File: config.mk
export PLATFORM = sky130hd
export DESIGN_NAME = load_store_unit
export DESIGN_NICKNAME = d
export VERILOG_FILES = /design/src/rtl/load_store_unit.sv
export SDC_FILE = /design/constraint.sdc
export NUM_CORES = 1
export LEC_CHECK = 0
export BUFFER_PORTS_ARGS = -buffer_cell sky130_fd_sc_hd__buf_2
export CAP_MARGIN = 0
export CORE_AREA = 2 2 100 141
export CTS_CLUSTER_DIAMETER = 80
export DETAILED_ROUTE_END_ITERATION = 10
export DIE_AREA = 0 0 102 143
export GPL_ROUTABILITY_DRIVEN = 0
export PLACE_DENSITY = 0.87
export SLEW_MARGIN = 20
export SYNTH_ARGS = -nofsm -noshare
export SYNTH_HDL_FRONTEND = slang
export SYNTH_SLANG_ARGS = --single-unit
File: constraint.sdc
create_clock -name clk_i -period 3.6 [get_ports clk_i]
set_input_delay 0 -clock clk_i [delete_from_list [all_inputs] [get_ports clk_i]]
set_output_delay 0 -clock clk_i [all_outputs]
set_load 0.05 [all_outputs]
File: src/rtl/load_store_unit.sv
// Load/store initiator for a word-wide, byte-addressed, little-endian memory.
// Sub-word stores are done as read-modify-write; load data is sign- or zero-extended.
module load_store_unit #(
  parameter int ADDR_WIDTH = 32,
  parameter int DATA_WIDTH = 32
) (
  input  logic                  clk_i,
  input  logic                  rst_i,
  input  logic                  req_valid_i,
  output logic                  req_ready_o,
  input  logic                  req_we_i,
  input  logic [1:0]            req_size_i,
  input  logic                  req_signed_i,
  input  logic [ADDR_WIDTH-1:0] req_addr_i,
  input  logic [DATA_WIDTH-1:0] req_wdata_i,
  output logic                  rsp_valid_o,
  input  logic                  rsp_ready_i,
  output logic [DATA_WIDTH-1:0] rsp_rdata_o,
  output logic                  rsp_err_o,
  output logic [ADDR_WIDTH-1:0] mem_raddr_o,
  input  logic [DATA_WIDTH-1:0] mem_rdata_i,
  output logic                  mem_we_o,
  output logic [ADDR_WIDTH-1:0] mem_waddr_o,
  output logic [DATA_WIDTH-1:0] mem_wdata_o
);

  localparam logic [1:0] SIZE_BYTE = 2'b00;
  localparam logic [1:0] SIZE_HALF = 2'b01;
  localparam logic [1:0] SIZE_WORD = 2'b10;
  localparam int         NUM_LANES = DATA_WIDTH / 8;

  typedef enum logic [1:0] {IDLE, READ, WRITE, RESP} state_t;

  state_t                state_reg;
  logic                  we_reg;
  logic [1:0]            size_reg;
  logic                  signed_reg;
  logic [1:0]            lane_reg;
  logic [ADDR_WIDTH-1:0] aligned_reg;
  logic [DATA_WIDTH-1:0] wdata_reg;
  logic [DATA_WIDTH-1:0] mem_wdata_reg;
  logic [DATA_WIDTH-1:0] rsp_rdata_reg;
  logic                  rsp_err_reg;
  logic                  rsp_valid_reg;

  logic                  req_err_next;
  logic [ADDR_WIDTH-1:0] req_aligned_next;
  logic [7:0]            load_byte;
  logic [15:0]           load_half;
  logic [DATA_WIDTH-1:0] load_ext_next;
  logic [DATA_WIDTH-1:0] merged_word_next;

  assign req_aligned_next = {req_addr_i[ADDR_WIDTH-1:2], 2'b00};
  assign req_err_next = (req_size_i == 2'b11)
                      || ((req_size_i == SIZE_HALF) && req_addr_i[0])
                      || ((req_size_i == SIZE_WORD) && (req_addr_i[1:0] != 2'b00));

  // Load path: pick the addressed lane straight off the memory read port.
  assign load_byte = mem_rdata_i[{lane_reg, 3'b000} +: 8];
  assign load_half = mem_rdata_i[{lane_reg[1], 4'b0000} +: 16];

  always_comb begin
    load_ext_next = mem_rdata_i;
    case (size_reg)
      SIZE_BYTE: load_ext_next = {{(DATA_WIDTH-8){signed_reg & load_byte[7]}}, load_byte};
      SIZE_HALF: load_ext_next = {{(DATA_WIDTH-16){signed_reg & load_half[15]}}, load_half};
      default:   load_ext_next = mem_rdata_i;
    endcase
  end

  // Store path: each byte lane keeps the old word unless it is a target lane.
  genvar gi;
  generate
    for (gi = 0; gi < NUM_LANES; gi++) begin : g_lane
      localparam logic [1:0] LANE = 2'(gi);
      logic       lane_en;
      logic [7:0] new_byte;

      always_comb begin
        lane_en  = 1'b1;
        new_byte = wdata_reg[8*gi +: 8];
        case (size_reg)
          SIZE_BYTE: begin
            lane_en  = (lane_reg == LANE);
            new_byte = wdata_reg[7:0];
          end
          SIZE_HALF: begin
            lane_en  = (lane_reg[1] == LANE[1]);
            new_byte = wdata_reg[8*(gi%2) +: 8];
          end
          default: begin
            lane_en  = 1'b1;
            new_byte = wdata_reg[8*gi +: 8];
          end
        endcase
      end

      assign merged_word_next[8*gi +: 8] = lane_en ? new_byte : mem_rdata_i[8*gi +: 8];
    end
  endgenerate

  always_ff @(posedge clk_i) begin
    if (rst_i) begin
      state_reg     <= IDLE;
      we_reg        <= 1'b0;
      size_reg      <= 2'b00;
      signed_reg    <= 1'b0;
      lane_reg      <= 2'b00;
      aligned_reg   <= '0;
      wdata_reg     <= '0;
      mem_wdata_reg <= '0;
      rsp_rdata_reg <= '0;
      rsp_err_reg   <= 1'b0;
      rsp_valid_reg <= 1'b0;
    end else begin
      case (state_reg)
        IDLE: begin
          if (req_valid_i) begin
            we_reg      <= req_we_i;
            size_reg    <= req_size_i;
            signed_reg  <= req_signed_i;
            lane_reg    <= req_addr_i[1:0];
            aligned_reg <= req_aligned_next;
            wdata_reg   <= req_wdata_i;
            if (req_err_next) begin
              rsp_err_reg   <= 1'b1;
              rsp_rdata_reg <= '0;
              rsp_valid_reg <= 1'b1;
              state_reg     <= RESP;
            end else if (req_we_i && (req_size_i == SIZE_WORD)) begin
              mem_wdata_reg <= req_wdata_i;
              state_reg     <= WRITE;
            end else begin
              state_reg <= READ;
            end
          end
        end
        READ: begin
          if (we_reg) begin
            mem_wdata_reg <= merged_word_next;
            state_reg     <= WRITE;
          end else begin
            rsp_rdata_reg <= load_ext_next;
            rsp_err_reg   <= 1'b0;
            rsp_valid_reg <= 1'b1;
            state_reg     <= RESP;
          end
        end
        WRITE: begin
          rsp_rdata_reg <= '0;
          rsp_err_reg   <= 1'b0;
          rsp_valid_reg <= 1'b1;
          state_reg     <= RESP;
        end
        RESP: begin
          if (rsp_ready_i) begin
            rsp_valid_reg <= 1'b0;
            state_reg     <= IDLE;
          end
        end
        default: state_reg <= IDLE;
      endcase
    end
  end

  // Reset gates the handshake and the write strobe in the very cycle it is raised.
  assign req_ready_o = (state_reg == IDLE) && !rst_i;
  assign mem_we_o    = (state_reg == WRITE) && !rst_i;
  assign mem_raddr_o = aligned_reg;
  assign mem_waddr_o = aligned_reg;
  assign mem_wdata_o = mem_wdata_reg;
  assign rsp_valid_o = rsp_valid_reg;
  assign rsp_rdata_o = rsp_rdata_reg;
  assign rsp_err_o   = rsp_err_reg;

endmodule
==> results.cfg <==
[layout]
fin_area_um2 = 9140
diodes = 0
fin_nets = 1166
final_common_cell = buf_2
fin_cells = 1253
layout.cells.most_common_list = buf_2 (230), nand2_1 (189), dfxtp_1 (136)
area_growth_syn_to_layout_pct = 39.5
nFillCells = 986
drive_gt1_frac = 0.297

[run]
cap_viol_max_count = 0

[die]
dieArea_um2 = 14600
design.core.area_um2 = 13300
die_x_um = 102
chipHeight_um = 143
io_pins = 236
start_util = 0.494
num_rows = 50

[clocking]
clockBufferDepth = 2
clk_pin_slew_ns = 0.06
clk_latency_ns = 0.42
cts_sinks = 136
cts_tree = done
cts_setup_buffers = 0
numCtsBuffers = 17
hold_buffers = 96
h-tree-depth = 4
post_cts_resized = 0
cts_root_buffer = clkbuf_16

[detailed_routing]
dr.pass1.iters = 8
drc = 0
drtIter0Drc = 767
vias = 7170
avgRoutedWirePerCell_um = 18.6
ant_nets = 0
routed_wl_um = 23300
vias_per_cell = 5.72

[power]
p_int_mw = 3.72
ir_worst_vdd_mv = 0.389
power_frac_seq = 0.307
p_sw_mw = 2.67
clkPwrFrac = 0.294
power_frac_comb = 0.398
p_per_area_nw_per_um2 = 700
power_switching_share = 0.418
leakagePower_nw = 4.18

[timing]
fin_ws_ns = 0.642
skew_ns = 0.00456
relSlewSlack = 0.311
hold_viol_final = 0
tightest_slew_ns = 1.03
fmax_mhz = 338
hold_ws_ns = 0.0251
period_needed_ns = 2.96
rsz0062_at_grt = no
setup_violations = 0
slew_violations = 0
fin_crit_sh = 0.822
setup_tns_ns = 0

[critical_path]
setup.worst_path.end_class = flop
worstSetupPathDepth = 6
path_cells = ha_1 -> nand2b_1 -> or4_4 -> a21oi_4 -> a21boi_4 -> a22o_1
crit_fanout = 24
reg2reg_depth = 6
required_ns = 3.96
startpoint = state_reg[0]$_SDFFE_PP0P_
cp_slowest_cell = ha_1
path_delay_family = compound AO/OA/AOI/OAI gates
start_kind = flop
critical_path_class = reg -> reg
arrival_ns = 3.32
worst-path-buf-inv = 0
r2r_start = state_reg[0]$_SDFFE_PP0P_
cpPeakStageDelay_ns = 0.71

[outcome]
status = completed

[global_routing]
antenna_found_initial = 0
gr-total-overflow = 0
grt-busiest-layer = met2
grt_pass1_vias = 7012
grt_pass1_wl_um = 35900
use_met2 = 0.541
grt_use_met1 = 0.348
grt_max_degree = 69
use_met3 = 0.0783
grtUsageTotal = 0.317

[min_path]
worst_hold_path.num_cells = 3
hp-class = in -> reg
min_from = mem_rdata_i[24]

[logic_synthesis]
synth_top_area_share = 0.416
yosys_warnings = 0
synth_flop_cell = dfxtp_1
ys_seq_elements = 136
yosys-top-cells-area = dfxtp_1 (42%), nand2_1 (11%), a21oi_1 (7.9%), mux2_2 (5.7%), a22o_1 (5.3%)
synth_top_area_cell = dfxtp_1
yosysSeqAreaShare = 0.416
ys_types = 47
synthArstFlopShare = 0
synth_edf_count = 0
synth_area_per_cell_um2 = 8.28
synth_area_um2 = 6550
syn_inst = 791

[placement]
numPortBuffers = 231
dpl_cell_area_um2 = 7520
dp_worst_setup_slack_ns = 0.750
placed_cells = 1124
dp_hpwl_um = 14700
## worst min-delay path: cells and delay by family
family          cells  cell delay [ns]
compound gates      1             0.13
buf+inv             1             0.14
simple gates        1             0.14
## layer usage
| layer | wire (µm) | part of all wire |
|---|---|---|
| met5 | 0 | 0 |
| met1 | 8060 | 0.35 |
| met2 | 11600 | 0.50 |
| met3 | 2090 | 0.090 |
| met4 | 1520 | 0.065 |
## power by group through the flow
stage	combinational [mW]	clock, mW	sequential [mW]
2_1_floorplan	1.47	0	2.40
3_3_place_gp	2.36	0	1.97
3_5_place_dp	2.39	0	1.98
4_1_cts	2.49	1.89	1.95
5_1_grt	2.70	1.97	1.98
6_report	2.55	1.88	1.97
## worst paths after layout
check             slack [ns]                           end
setup reg to reg        0.64  rsp_rdata_o[31]$_SDFFE_PP0P_
hold reg to reg         0.45  mem_wdata_o[15]$_SDFFE_PP0P_
setup / recovery        0.64  rsp_rdata_o[31]$_SDFFE_PP0P_
hold / removal          0.03  rsp_rdata_o[24]$_SDFFE_PP0P_
## cell usage after synthesis (2+ instances only)
cell and instances:
clkbuf_1 42, nor2_1 28, inv_1 8, a221oi_1 9, ha_1 4, a21o_1 10
o22ai_1 8, buf_1 4, nor3_1 10, a21oi_4 2, a2bb2oi_1 9, o2111ai_1 2
a221o_1 7, mux2i_1 11, nand2b_1 27, dfxtp_1 136, o211ai_1 3, a22o_1 40
buf_4 34, and2_1 3, nor2b_1 6, a22oi_1 16, a21oi_1 104, mux2_2 33
a211oi_1 9, nand2_1 190, nand3_1 8, buf_2 9
## area by class of cell
class,instances,area [µm²],share of cell area
repair buffers,335,2180,0.239
inverters,9,33.8,0.00370
clock buffers,20,467,0.0511
well taps,182,228,0.0249
clock inverters,12,173,0.0189
flip-flops and latches,136,2720,0.298
multi-input cells,559,3330,0.365
## cells by family (layout without fill, tap and decap cells)
kind of cell	Yosys count	count (layout)	synth area share
AND/OR/NAND/NOR	279	279	0.182
AO/OA/AOI/OAI	228	228	0.241
flip-flops	136	136	0.416
buffers and inverters	99	376	0.0791
multiplexers	44	44	0.0736
adder cells (fa/ha/maj)	4	4	0.00764
other	1	4	0.000573
## through the flow
stage               total power [mW]  utilization
floorplan                       3.87            -
global placement                4.33        0.567
detailed placement              4.37        0.567
CTS                             6.33        0.688
global route                    6.65        0.689
finish                          6.40        0.689
(Power assumes the default switching activity.)
